`src/rtl/dpram_stream_reader.sv`:
```
// Streams a contiguous address range out of one port of a 1-cycle-latency block RAM.
// A 4-entry buffer absorbs in-flight reads so downstream backpressure never drops data.
module dpram_stream_reader #(
  parameter int DATAWIDTH = 8,
  parameter int ADDRWIDTH = 8
) (
  input  logic                 clock,
  input  logic                 reset_n,
  input  logic                 start,
  input  logic [ADDRWIDTH-1:0] start_addr,
  input  logic [ADDRWIDTH:0]   length,
  input  logic                 abort,
  output logic                 busy,
  output logic                 done,
  output logic                 mem_en,
  output logic [ADDRWIDTH-1:0] mem_addr,
  input  logic [DATAWIDTH-1:0] mem_q,
  output logic                 out_valid,
  output logic [DATAWIDTH-1:0] out_data,
  output logic                 out_last,
  input  logic                 out_ready
);

  // state | meaning
  // IDLE  | waiting for start; length 0 just pulses done
  // RUN   | issuing reads, buffer may also be draining
  // DRAIN | all reads issued, emptying buffer
  localparam logic [1:0] S_IDLE  = 2'd0;
  localparam logic [1:0] S_RUN   = 2'd1;
  localparam logic [1:0] S_DRAIN = 2'd2;

  localparam logic [ADDRWIDTH-1:0] ADDR_ONE = 1;
  localparam logic [ADDRWIDTH:0]   CNT_ONE  = 1;
  localparam logic [ADDRWIDTH:0]   CNT_ZERO = '0;

  logic [1:0]           state;
  logic [ADDRWIDTH-1:0] addr_ptr;
  logic [ADDRWIDTH:0]   issue_left;
  logic [ADDRWIDTH:0]   pop_left;
  logic [2:0]           occ;
  logic                 rd_pend;
  logic [DATAWIDTH-1:0] buf_mem [0:3];
  logic [1:0]           wr_ptr;
  logic [1:0]           rd_ptr;
  logic [2:0]           buf_cnt;
  logic                 done_q;
  logic                 pop;

  assign mem_en    = (state == S_RUN) && (issue_left != CNT_ZERO) && (occ < 3'd4);
  assign mem_addr  = addr_ptr;
  assign out_valid = (buf_cnt != 3'd0);
  assign out_data  = buf_mem[rd_ptr];
  assign out_last  = out_valid && (pop_left == CNT_ONE);
  assign pop       = out_valid && out_ready;
  assign busy      = (state != S_IDLE);
  assign done      = done_q;

  always_ff @(posedge clock) begin
    if (!reset_n) begin
      state      <= S_IDLE;
      addr_ptr   <= '0;
      issue_left <= '0;
      pop_left   <= '0;
      occ        <= '0;
      rd_pend    <= 1'b0;
      wr_ptr     <= '0;
      rd_ptr     <= '0;
      buf_cnt    <= '0;
      done_q     <= 1'b0;
      for (int i = 0; i < 4; i++) buf_mem[i] <= '0;
    end else begin
      done_q  <= 1'b0;
      rd_pend <= mem_en;
      if (rd_pend) begin
        buf_mem[wr_ptr] <= mem_q;
        wr_ptr          <= wr_ptr + 2'd1;
      end
      if (pop) begin
        rd_ptr   <= rd_ptr + 2'd1;
        pop_left <= pop_left - CNT_ONE;
      end
      buf_cnt <= buf_cnt + {2'b00, rd_pend} - {2'b00, pop};
      occ     <= occ + {2'b00, mem_en} - {2'b00, pop};
      if (mem_en) begin
        addr_ptr   <= addr_ptr + ADDR_ONE;
        issue_left <= issue_left - CNT_ONE;
      end

      case (state)
        S_IDLE: begin
          if (start) begin
            if (length != CNT_ZERO) begin
              state      <= S_RUN;
              addr_ptr   <= start_addr;
              issue_left <= length;
              pop_left   <= length;
            end else begin
              done_q <= 1'b1;
            end
          end
        end
        S_RUN: begin
          if (mem_en && issue_left == CNT_ONE) state <= S_DRAIN;
        end
        S_DRAIN: begin
          if (pop && pop_left == CNT_ONE) begin
            state  <= S_IDLE;
            done_q <= 1'b1;
          end
        end
        default: state <= S_IDLE;
      endcase

      // Abort overrides everything above, including the read whose data lands this edge.
      if (abort && state != S_IDLE) begin
        state      <= S_IDLE;
        issue_left <= '0;
        pop_left   <= '0;
        occ        <= '0;
        rd_pend    <= 1'b0;
        wr_ptr     <= '0;
        rd_ptr     <= '0;
        buf_cnt    <= '0;
        done_q     <= 1'b0;
      end
    end
  end

endmodule

```
`config.mk`:
```
export PLATFORM = sky130hd
export DESIGN_NAME = dpram_stream_reader
export DESIGN_NICKNAME = d
export VERILOG_FILES = /design/src/rtl/dpram_stream_reader.sv
export SDC_FILE = /design/constraint.sdc
export NUM_CORES = 1
export LEC_CHECK = 0
export ABC_AREA = 1
export BUFFER_PORTS_ARGS = -buffer_cell sky130_fd_sc_hd__buf_4
export CAP_MARGIN = 25
export CELL_PAD_IN_SITES_DETAIL_PLACEMENT = 0
export CELL_PAD_IN_SITES_GLOBAL_PLACEMENT = 1
export CORE_ASPECT_RATIO = 1.4
export CORE_UTILIZATION = 30
export CTS_CLUSTER_SIZE = 28
export DETAILED_ROUTE_END_ITERATION = 16
export HOLD_SLACK_MARGIN = 0.1
export PLACE_DENSITY_LB_ADDON = 0.1
export RECOVER_POWER = 50
export SETUP_SLACK_MARGIN = 0.05
export SLEW_MARGIN = 20
export SYNTH_ARGS = -nofsm -noshare
export SYNTH_HDL_FRONTEND = slang
export SYNTH_SLANG_ARGS = --single-unit
```
`constraint.sdc`:
```
create_clock -name clock -period 3.06 [get_ports clock]
set_input_delay 0.153 -clock clock [delete_from_list [all_inputs] [get_ports clock]]
set_output_delay 0.153 -clock clock [all_outputs]
set_load 0.03 [all_outputs]
```
== Word level (Yosys, flattened, before mapping) ==
Memories as Yosys holds them, arrays and structs flattened. A register that Yosys moved wholly into a read port is not among the register bits.
Cells that the tools add are included.
Word-level totals
  register bits: 40
  RAM bits: 32
  memories kept: 1
  output and inout bits: 21
Operators by class
  equality and inequality tests: 8
  multiplexer cells: 30
  reduce and logical (&&, ||, !) cells: 15
  bitwise gates (word level): 1
  $add $sub $neg: 9
  $lt $le $gt $ge: 1
Memories
  buf_mem: words 4, width 8, rd ports 1, clocked after memory_dff 1, write ports 4, line 42  | logic [DATAWIDTH-1:0] buf_mem [0:3];
Operators with widths (count)
  9-bit two-way mux: 8
  8-bit two-way mux: 5
  9-bit by 1-bit == test with 1-bit output (second input constant): 2
  9-bit nonzero test: 2
  9-bit by 1-bit subtractor with 9-bit output (second input constant): 2
  2-bit two-way mux: 7
  8-bit by 1-bit adder with 8-bit output (second input constant): 1
  1-bit two-way mux: 8
  8-bit OR reduction: 1
  1-bit logical AND: 7
  3-bit by 1-bit adder with 3-bit output: 2
  2-bit inequality test (second input constant): 3
  2-bit case mux with 3 select lines: 1
  3-bit by 1-bit subtractor with 3-bit output: 2
  2-bit by 1-bit adder with 2-bit output (second input constant): 2
  4-bit AND reduction: 1
  3-bit < comparator (second input constant): 1
  3-bit nonzero test: 1
  2-bit by 1-bit == test with 1-bit output (second input constant): 1
  2-bit == test (second input constant): 1
  2-bit zero test: 1
  2-bit by 1-bit inequality test with 1-bit output (second input constant): 1
  1-bit case mux with 2 select lines: 1
  2-bit nonzero test: 1
  other kinds (2): 2

== Longest topological paths before layout ==
Gate-level depths: netlist of the first run.
  word-level depth: 7
  depth in mapped cells: 12
  mapped depth without buffers: 12

== Worst setup path before layout of the first run ==
Ideal clock, no wire load.
  path type: register -> register
  start point: reg buf_cnt[1]
  end point: reg occ[2]
  stages on the path, launching flop included: 12
  library setup time: 0.120 ns
  period minus slack after synthesis: 2.404 ns
  setup slack: 0.656 ns
  arrival: 2.283 ns
  cell sequence: dfxtp_1 > nor2_1 > nand2_1 > nand2_2 > clkinv_1 > ha_1 > nor2_1 > inv_1 > fa_1 > xor2_1 > o21ai_0 > a21oi_1
On the way
  cells in the longest elaborated chain, start to end: 3
RTL lines
  start, declared: line 45  | logic [2:0] buf_cnt;
  start signal, assigned: line 82  | buf_cnt <= buf_cnt + {2'b00, rd_pend} - {2'b00, pop};
  3-bit nonzero test: line 51  | assign out_valid = (buf_cnt != 3'd0);
  named net out_valid: line 18  | output logic out_valid,
  1-bit logical AND: line 54  | assign pop = out_valid && out_ready;
  named net pop: line 47  | logic pop;
  3-bit by 1-bit subtractor with 3-bit output: line 83  | occ <= occ + {2'b00, mem_en} - {2'b00, pop};
  end signal, assigned: line 83
  end, declared: line 40  | logic [2:0] occ;
The timed path passes the listed nets, and every way through them passes these cells.
A chain may end at the register's enable or synchronous reset.

== Final worst setup path of the first run ==
  start point: reg buf_cnt[1]
  end point: reg occ[2]
On the way
  cells in the longest elaborated chain, start to end: 3
RTL lines (line)
  3-bit nonzero test: 51
  1-bit logical AND: 54
  named net pop: 47
  3-bit by 1-bit subtractor with 3-bit output: 83
The timed path passes the listed nets, and every way through them passes these cells.

==> flow_summary.json, run 1 <==
{
  "synthDominantCellAreaShare_pct": 25.6,
  "power_per_cell_area_nw_per_um2": 750,
  "r2r-start": "buf_cnt[1]$_SDFF_PP0_",
  "grt_first_pass_wirelength_um": 15200,
  "crit_arrival_ns": 2.76,
  "fin_crit_sh_pct": 83.2,
  "status": "finished clean",
  "setup_viol": 0,
  "criticalPathCategory": "flop to flop",
  "yosys.area.top_type": "edfxtp_1",
  "ios": 51,
  "areaGrowthSynthToFinish_pct": 21.4,
  "n_antenna_cell": 0,
  "wirelength_um": 9130,
  "grt_max_degree": 24,
  "layout_commonest_cell": "nor2_1",
  "cp-endpoint": "occ[2]$_SDFF_PP0_",
  "totalNegativeSetupSlack_ns": 0,
  "min_from": "start_addr[4]",
  "antenna_found_initial": 0,
  "required_ns": 3.27,
  "r2r_cells": 11,
  "vias_per_cell": 4.48,
  "cts.path.max_buffers": 2,
  "clkLatencyLatePin_ns": 0.33,
  "numCtsBuffers": 9,
  "synth_warnings": 0,
  "gp_congestion": 0.779,
  "fin_util_pct": 37.2,
  "post_cts_buffers": 0,
  "route.met3.wl_um": 251,
  "yosysSeqAreaShare_pct": 48.0,
  "rsz0062_at_grt": "no",
  "relSlewSlack_pct": 55.2,
  "design_area_um2": 4550,
  "grt_util_all_layers_pct": 15.7,
  "dpl_cell_area_um2": 4280,
  "synth_area_leaders": "edfxtp_1 26%, dfxtp_1 22%, nor2_1 11%",
  "dieWidth_um": 96.5,
  "hold_slack_ns": 0.108,
  "period_minus_slack_ns": 2.55,
  "io_buffers": 50,
  "worstSetupEndpointType": "flop",
  "numClockSinks": 74,
  "drc_errors": 0,
  "path_max_fanout": 10,
  "drive_gt1_share_pct": 14.2,
  "yosysUniqueCellTypes": 35,
  "place_hpwl_um": 6950,
  "reg2reg_to": "occ[2]$_SDFF_PP0_",
  "initial_core_util_pct": 30.6,
  "drtPass1Iterations": 4,
  "route.met2.wl_um": 5050,
  "ant_nets": 0,
  "gr-total-overflow": 0,
  "wl_per_cell_um": 13.4,
  "tightest_slew_ns": 0.672,
  "vias": 3042,
  "max_cap_violations": 0,
  "drt_iter0_drc": 112,
  "syn_area_per_cell_um2": 8.03,
  "ys_ff_latch": 74,
  "clock_skew_ns": 0.00412,
  "max_freq_ghz": 0.393,
  "rows": 48,
  "cp-startpoint": "buf_cnt[1]$_SDFF_PP0_",
  "core_area_um2": 12300,
  "crit_path_start_kind": "flop",
  "cts_tree": "yes",
  "syn-num-nets": 507,
  "chipHeight_um": 134,
  "syn-instance-count": 467,
  "cts_root_buffer": "clkbuf_16",
  "peakVddDrop_v": 0.000411,
  "cts.clk_slew.worst_paths_ns": 0.06,
  "top_layer_used": "met4",
  "syn_area_um2": 3750,
  "die-area_um2": 13000,
  "grt_pass1_vias": 3223,
  "finalHoldViolCount": 0,
  "drv_slew": 0,
  "p_leak_nw": 1.94,
  "layout.nets": 564,
  "final_cell_mix": "108 x nor2_1, 66 x nand2_1, 54 x inv_1",
  "htreeDepth": 3,
  "hold_path.class": "primary input to flop",
  "wl_met1_um": 3760,
  "rrSetupSlack_ns": 0.51
}
-- cells by family after synthesis --
family                     after synthesis  share of synthesized area, %
AOI/OAI and AO/OA                       76                          10.6
xor gates and xnor gates                20                          4.67
adders and majority gates               10                          3.74
buffers and inverters                   70                          7.84
DFF                                     74                          48.0
and+or+nand+nor                        217                          25.1
-- power breakdown --
part           switching, mW  internal [mW]
registers             0.0987           1.16
logic                  0.712          0.397
clock network          0.398          0.654
-- area by class of cell --
type                    instances  area, um2
flip-flops and latches         74       1800
inverters                      57        216
well taps                     150        188
clock buffers                  12        246
repair buffers                 59        398
multi-input cells             323       1650
clock inverters                 4       51.3
fillers                      1336       7700
-- repair_timing --
| item | in CTS | in global routing |
|---|---|---|
| hold buffers | 3 | 0 |
| gates resized for setup | 0 | 0 |
| endpoints found under the hold margin | 3 | 0 |
-- flip-flops by register name, indices dropped and copies added (netlist names), named ones only --
register	flops
buf_cnt	3
wr_ptr	2
issue_left	9
rd_pend	1
occ	3
done	1
state	2
buf_mem	32
rd_ptr	2
pop_left	9
mem_addr	8
-- layer usage --
| layer | GRT usage [%] | up-vias |
|---|---|---|
| li1 | - | 1610 |
| met1 | 16.8 | 1379 |
| met2 | 29.9 | 46 |
| met3 | 3.23 | 7 |
| met4 | 4.41 | 0 |
| met5 | 0 | - |
-- stage by stage --
stage               total power, mW  instances  worst slack [ns]
floorplan                      2.10        467             0.656
global placement               2.41        660             0.675
detailed placement             2.43        660             0.582
CTS                            3.50        679             0.568
global route                   3.66        679             0.241
finish                         3.42        679             0.513
-- critical path: stages (launching register included) --
cell      delay, ns
dfxtp_1        0.34
nor2_1         0.11
nand2_1        0.12
nand2_1        0.22
clkinv_1       0.30
ha_1           0.38
nor2_1         0.10
inv_1          0.07
fa_1           0.38
xor2_1         0.18
o21ai_0        0.15
a21oi_1        0.06
-- worst min-delay path by stage --
stage | to | cells after the start
floorplan | mem_addr[0]$_SDFF_PN0_ | 2
global placement | mem_addr[3]$_SDFF_PN0_ | 3
detailed placement | mem_addr[6]$_SDFF_PN0_ | 3
CTS | mem_addr[0]$_SDFF_PN0_ | 3
global route | mem_addr[4]$_SDFF_PN0_ | 3
finish | mem_addr[4]$_SDFF_PN0_ | 3
-- Yosys cell counts, drive strengths merged --
| master | number |
|---|---|
| a21boi | 1 |
| a21oi | 21 |
| buf | 9 |
| clkbuf | 4 |
| clkinv | 2 |
| dfxtp | 42 |
| edfxtp | 32 |
| fa | 2 |
| ha | 8 |
| inv | 55 |
| nand2 | 78 |
| nand3 | 17 |
| nand4 | 2 |
| nor2 | 111 |
| nor3 | 4 |
| nor3b | 2 |
| o21a | 1 |
| o21ai | 45 |
| o22ai | 8 |
| or2 | 2 |
| or3 | 1 |
| xnor2 | 8 |
| xor2 | 12 |
No activity file was read; power rests on OpenSTA's default activity.
==> inputs of run 2 (changes only) <==
--- a/config.mk
+++ b/config.mk
@@ -5,7 +5,7 @@
 export SDC_FILE = /design/constraint.sdc
 export NUM_CORES = 1
 export LEC_CHECK = 0
-export ABC_AREA = 1
+export ABC_AREA = 0
 export BUFFER_PORTS_ARGS = -buffer_cell sky130_fd_sc_hd__buf_4
 export CAP_MARGIN = 25
 export CELL_PAD_IN_SITES_DETAIL_PLACEMENT = 0
==> constraint.sdc (replaced) <==
create_clock -name clock -period 2.6 [get_ports clock]
set_input_delay 0.13 -clock clock [delete_from_list [all_inputs] [get_ports clock]]
set_output_delay 0.13 -clock clock [all_outputs]
set_load 0.03 [all_outputs]
==> run 2 against run 1 <==
Via count shrank 14%; synthesized cell count shrank 29%; global-route usage shrank 0.28 points; sequential share of layout area grew 1.5 points; first-iteration DRC count shrank 35%; clock skew grew 0.0014 ns; power grew 17%.
==> flow_summary.json, run 2 <==
{
  "numClockSinks": 74,
  "drtPass1Iterations": 4,
  "final_cell_mix": "44 x buf_4, 42 x nor2_1, 42 x dfxtp_1",
  "core_area_um2": 11300,
  "cts_root_buffer": "clkbuf_16",
  "crit_family": "buffers and inverters",
  "finalNonFillerCells": 540,
  "fin_crit_sh_pct": 82.0,
  "largest_reg_flops": 32,
  "register_area_um2": 1800,
  "grt_first_pass_wirelength_um": 13800,
  "n_antenna_cell": 0,
  "design_area_um2": 4380,
  "drc_errors": 0,
  "cts.clk_slew.worst_paths_ns": 0.06,
  "peakVddDrop_v": 0.000382,
  "chipHeight_um": 130,
  "yosys.area.top_type": "edfxtp_1",
  "ios": 51,
  "wirelength_um": 8440,
  "crit_arrival_ns": 2.00,
  "reg.largest.list": "buf_mem (32), issue_left (9), pop_left (9)",
  "grt_util_all_layers_pct": 15.4,
  "gr-total-overflow": 0,
  "gp_congestion": 0.742,
  "max_cap_violations": 0,
  "vias_per_cell": 4.82,
  "syn_area_per_cell_um2": 10.5,
  "grt_pass1_vias": 2709,
  "syn_area_um2": 3490,
  "syn-num-nets": 373,
  "pre_cts_ws_ns": 0.479,
  "cpMostUsedCell": "buf_4",
  "setup_viol": 0,
  "synth_edf_count": 32,
  "status": "finished clean",
  "die-area_um2": 12100,
  "finalHoldViolCount": 0,
  "antenna_found_initial": 0,
  "layout.nets": 431,
  "grt_max_degree": 27,
  "criticalPathCategory": "flop to primary output",
  "synth_async_sr_flop_share_pct": 0,
  "post_cts_buffers": 0,
  "crit_path_start_kind": "flop",
  "htreeDepth": 3,
  "largest-register": "buf_mem",
  "syn-instance-count": 333,
  "dieWidth_um": 93.2,
  "io_buffers": 50,
  "cp_slowest_cell": "nor4b_2",
  "vias": 2601,
  "yosysSeqAreaShare_pct": 51.6,
  "worstPathBufferInverterCount": 3,
  "ctsResizeCount": 0,
  "placedCellCount": 518,
  "ys_top_cells_by_count": "42 x dfxtp_1, 42 x nor2_1, 32 x edfxtp_1, 23 x nand2_1, 21 x o21ai_0",
  "worstSetupEndpointType": "primary output",
  "numCtsBuffers": 9,
  "yosysUniqueCellTypes": 52,
  "path_max_fanout": 7,
  "p_leak_nw": 1.67,
  "power_per_cell_area_nw_per_um2": 911,
  "clkLatencyLatePin_ns": 0.33,
  "fillers": 1163,
  "drv_slew": 0,
  "setup_slack_ns": 0.468,
  "max_stage_delay_ns": 0.47,
  "dpl_cell_area_um2": 4040,
  "relSlewSlack_pct": 52.3,
  "synthDominantCellAreaShare_pct": 27.5,
  "synth_ff_type": "dfxtp_1",
  "period_minus_slack_ns": 2.13,
  "drive_gt1_share_pct": 19.4,
  "totalNegativeSetupSlack_ns": 0,
  "wl_per_cell_um": 15.6,
  "multi_input_area_um2": 1550,
  "layout_commonest_cell": "buf_4",
  "path_cells": "inv_1 > ha_1 > nor4b_2 > a21oi_2 > buf_4 > buf_4",
  "synth_warnings": 0,
  "required_ns": 2.47,
  "hold_path.class": "primary input to flop",
  "drt_iter0_drc": 73,
  "areaGrowthSynthToFinish_pct": 25.6,
  "tightest_slew_ns": 0.714,
  "ys_ff_latch": 74,
  "max_freq_ghz": 0.469,
  "synth_area_leaders": "edfxtp_1 28%, dfxtp_1 24%, mux4_2 5.2%",
  "rows": 46,
  "place_hpwl_um": 6210,
  "cts.path.max_buffers": 2,
  "clock_skew_ns": 0.00549,
  "cts_tree": "yes",
  "rsz0062_at_grt": "no",
  "p_total_mw": 3.99,
  "ant_nets": 0,
  "initial_core_util_pct": 30.8
}
[run 2: changes by cell type in the layout (fill, tap and decap cells not counted), sizes merged, moves of 5 or more]
cell,change
nor2,-69
nand2,-55
inv,-35
o21ai,-24
nand3,-13
mux4,+8
nand4,+8
o22ai,-7
a31oi,+6
a211oi,+5
[run 2: repair_timing]
item	4_1_cts	5_1_grt
setup endpoints to repair	0	0
hold buffers	6	0
hold endpoints to repair	6	0
[run 2: logic make-up after synthesis]
group / synth area share, %
AO/OA/AOI/OAI: 11.3
AND/OR/NAND/NOR: 17.5
flip-flops: 51.6
XOR/XNOR: 5.27
buffers and inverters: 3.91
multiplexers: 6.38
adder cells (fa/ha/maj): 4.02
[run 2: routing by layer]
metal | track usage (%) | vias up | wire length (um)
met5 | 0 | - | 0
met4 | 5.16 | 0 | 93
met3 | 3.29 | 5 | 266
met2 | 28.8 | 44 | 4630
met1 | 17.1 | 1224 | 3450
li1 | - | 1328 | -
[run 2: worst min-delay path, cell delays in order]
cell and delay, ns:
buf_4 0.07, o21ai_0 0.07, a31oi_1 0.14
[run 2: worst paths after layout]
| check | from | to | slack (ns) | depth (start not counted) |
|---|---|---|---|---|
| worst max-delay path | issue_left[1]$_SDFF_PP0_ | mem_en | 0.47 | 6 |
| worst min-delay path | start_addr[3] | mem_addr[3]$_SDFF_PN0_ | 0.13 | 3 |
| worst min register to register | mem_addr[7]$_SDFF_PN0_ | mem_addr[7]$_SDFF_PN0_ | 0.52 | 2 |
| worst max register to register | issue_left[0]$_SDFF_PP0_ | occ[2]$_SDFF_PP0_ | 0.47 | 9 |
[run 2: layout make-up]
cell class | instances | share of cell area, %
clock inverters | 6 | 2.40
clock buffers | 10 | 5.23
flip-flops and latches | 74 | 41.1
well taps | 144 | 4.11
inverters | 20 | 1.71
repair buffers | 63 | 10.0
multi-input cells | 223 | 35.4
[run 2: through the flow]
stage	hold WS (ns)	utilization, %
3_3_place_gp	0.413	35.6
3_5_place_dp	0.422	35.6
2_1_floorplan	0.268	-
5_1_grt	0.152	38.6
4_1_cts	0.114	39.1
6_report	0.128	38.6
[run 2: power by group]
group | switching, mW | internal [mW] | total (mW)
Sequential | 0.160 | 1.36 | 1.52
Clock | 0.460 | 0.931 | 1.39
Combinational | 0.602 | 0.477 | 1.08
Total | 1.22 | 2.77 | 3.99
==> inputs of run 3 (changes only) <==
--- a/config.mk
+++ b/config.mk
@@ -5,7 +5,7 @@
 export SDC_FILE = /design/constraint.sdc
 export NUM_CORES = 1
 export LEC_CHECK = 0
-export ABC_AREA = 0
+export ABC_AREA = 1
 export BUFFER_PORTS_ARGS = -buffer_cell sky130_fd_sc_hd__buf_4
 export CAP_MARGIN = 25
 export CELL_PAD_IN_SITES_DETAIL_PLACEMENT = 0
==> constraint.sdc (replaced) <==
create_clock -name clock -period 1.9 [get_ports clock]
set_input_delay 0.095 -clock clock [delete_from_list [all_inputs] [get_ports clock]]
set_output_delay 0.095 -clock clock [all_outputs]
set_load 0.03 [all_outputs]
==> run 3 against run 2 <==
Non-clock buffer count increased by 32; sequential power is 34% higher; final cell count grew 32%; critical path depth rose by 5; utilization is 1.9 points higher; largest cell class unchanged.
==> flow_summary.json, run 3 (synthesis gave the netlist of run 1 again) <==
{
  "required_ns": 2.11,
  "seqPwrFrac_pct": 34.1,
  "rsz0062_at_grt": "yes",
  "max_cap_violations": 0,
  "setup_viol": 0,
  "peakVddDrop_v": 0.000536,
  "worstPathBufferInverterCount": 4,
  "fillers": 1314,
  "path_max_fanout": 4,
  "tightest_slew_ns": 0.554,
  "clkLatencyLatePin_ns": 0.33,
  "largest_reg_flops": 32,
  "drive_gt1_share_pct": 20.9,
  "placedCellCount": 676,
  "max_freq_ghz": 0.529,
  "dpl_cell_area_um2": 4460,
  "drc_errors": 0,
  "largest-register": "buf_mem",
  "htreeDepth": 3,
  "path_cells": "nor2_4 > nand2_4 > nand2_4 > clkinv_4 > buf_4 > ha_4 > inv_2 > ha_4 > inv_2 > fa_2 > nor2_1",
  "reg.largest.list": "buf_mem (32), issue_left (9), pop_left (9)",
  "dieWidth_um": 96.5,
  "p_total_mw": 5.98,
  "ios": 51,
  "place_hpwl_um": 6930,
  "initial_core_util_pct": 30.6,
  "fin_crit_sh_pct": 99.6,
  "fin_util_pct": 40.5,
  "rows": 48,
  "crit_family": "adder cells",
  "max_stage_delay_ns": 0.51,
  "final_cell_mix": "106 x nor2_1, 65 x buf_4, 64 x nand2_1",
  "drv_slew": 0,
  "switching_share_pct": 35.5,
  "p_leak_nw": 2.12,
  "power.share.clock_pct": 27.4,
  "n_antenna_cell": 0,
  "wl_per_cell_um": 13.2,
  "areaGrowthSynthToFinish_pct": 32.4,
  "finalNonFillerCells": 715,
  "ant_nets": 0,
  "io_buffers": 50,
  "gr-total-overflow": 0,
  "combPwrFrac_pct": 38.4,
  "layout.nets": 600,
  "rrSetupSlack_ns": 0.008,
  "cts_tree": "yes",
  "worstSetupEndpointType": "flop",
  "vias_per_cell": 4.51,
  "grt_util_all_layers_pct": 15.5,
  "design_area_um2": 4960,
  "numClockSinks": 74,
  "grt_first_pass_wirelength_um": 15000,
  "power_per_cell_area_nw_per_um2": 1210,
  "chipHeight_um": 134,
  "cts.clk_slew.worst_paths_ns": 0.05,
  "finalHoldViolCount": 0,
  "drtPass1Iterations": 4,
  "criticalPathCategory": "flop to flop",
  "internal-power_mw": 3.86,
  "die-area_um2": 13000,
  "relSlewSlack_pct": 62.7,
  "status": "finished clean",
  "setup_slack_ns": 0.00844,
  "numCtsBuffers": 9,
  "vias": 3224,
  "layout_commonest_cell": "nor2_1",
  "crit_arrival_ns": 2.11,
  "antenna_found_initial": 0,
  "cts.path.max_buffers": 2,
  "period_minus_slack_ns": 1.89,
  "core_area_um2": 12300,
  "grt_pass1_vias": 3214,
  "p_switching_mw": 2.12,
  "drt_iter0_drc": 88,
  "cts_root_buffer": "clkbuf_16",
  "grt_max_degree": 23,
  "gp_congestion": 0.772,
  "cp_slowest_cell": "fa_2",
  "pre_cts_ws_ns": 0.0281,
  "hold_path.class": "primary input to flop",
  "wirelength_um": 9470,
  "crit_path_start_kind": "flop",
  "clock_skew_ns": 0.00585
}
==> run 3: cell count changes in the layout (fill, tap and decap cells not counted), moves of 8 or more <==
cell           delta
nor2_1           +64
nand2_1          +41
inv_1            +31
buf_4            +21
o21ai_0          +19
nand3_1          +12
dlygate4sd3_1    +11
nand2_2           +9
mux4_2            -8
==> run 3: worst min-delay path: cells and delay by family <==
| kind | cells | cell delay (ns) |
|---|---|---|
| buffers and inverters | 1 | 0.08 |
| AO/OA/AOI/OAI | 1 | 0.11 |
| AND/OR/NAND/NOR | 1 | 0.10 |
==> run 3: timing repair <==
item,in CTS,in global routing
hold buffers,17,0
resized for setup,5,10
setup buffers,2,4
setup endpoints to repair,2,4
pin swaps,0,7
endpoints found under the hold margin,17,0
==> run 3: final timing paths <==
check	startpoint	end	cells past startpoint
min	length[4]	issue_left[4]$_SDFF_PP0_	3
max	buf_cnt[1]$_SDFF_PP0_	buf_cnt[1]$_SDFF_PP0_	11
max reg2reg	buf_cnt[1]$_SDFF_PP0_	buf_cnt[1]$_SDFF_PP0_	11
min reg2reg	rd_ptr[1]$_SDFFE_PP0P_	rd_ptr[1]$_SDFFE_PP0P_	2
==> run 3: power by group through the flow <==
| stage | sequential, mW | combinational, mW | clock, mW |
|---|---|---|---|
| after floorplan | 2.08 | 1.43 | 0 |
| after global placement | 2.06 | 2.08 | 0 |
| after detailed placement | 2.07 | 2.11 | 0 |
| after CTS | 2.04 | 2.19 | 1.69 |
| after global routing | 2.07 | 2.55 | 1.76 |
| final | 2.04 | 2.30 | 1.64 |
==> run 3: area by class of cell <==
| type | instances | area [um2] | share of cell area (%) |
|---|---|---|---|
| flip-flops and latches | 74 | 1810 | 36.4 |
| multi-input cells | 323 | 1740 | 35.0 |
| repair buffers | 95 | 719 | 14.5 |
| clock buffers | 10 | 229 | 4.61 |
| inverters | 57 | 224 | 4.51 |
| well taps | 150 | 188 | 3.78 |
| clock inverters | 6 | 57.6 | 1.16 |
==> run 3: metrics by stage <==
| stage | hold WS [ns] | setup TNS [ns] |
|---|---|---|
| after floorplan | 0.233 | -0.0104 |
| after global placement | 0.363 | 0 |
| after detailed placement | 0.369 | 0 |
| after CTS | 0.100 | 0 |
| after global routing | 0.127 | -0.213 |
| final | 0.101 | 0 |
==> run 3: metal layers <==
layer	up-vias	routed length (um)	global-route usage (%)
met5	-	0	0
met4	0	119	5.80
met3	6	256	2.78
met2	44	5250	29.6
met1	1487	3850	16.3
li1	1687	-	-
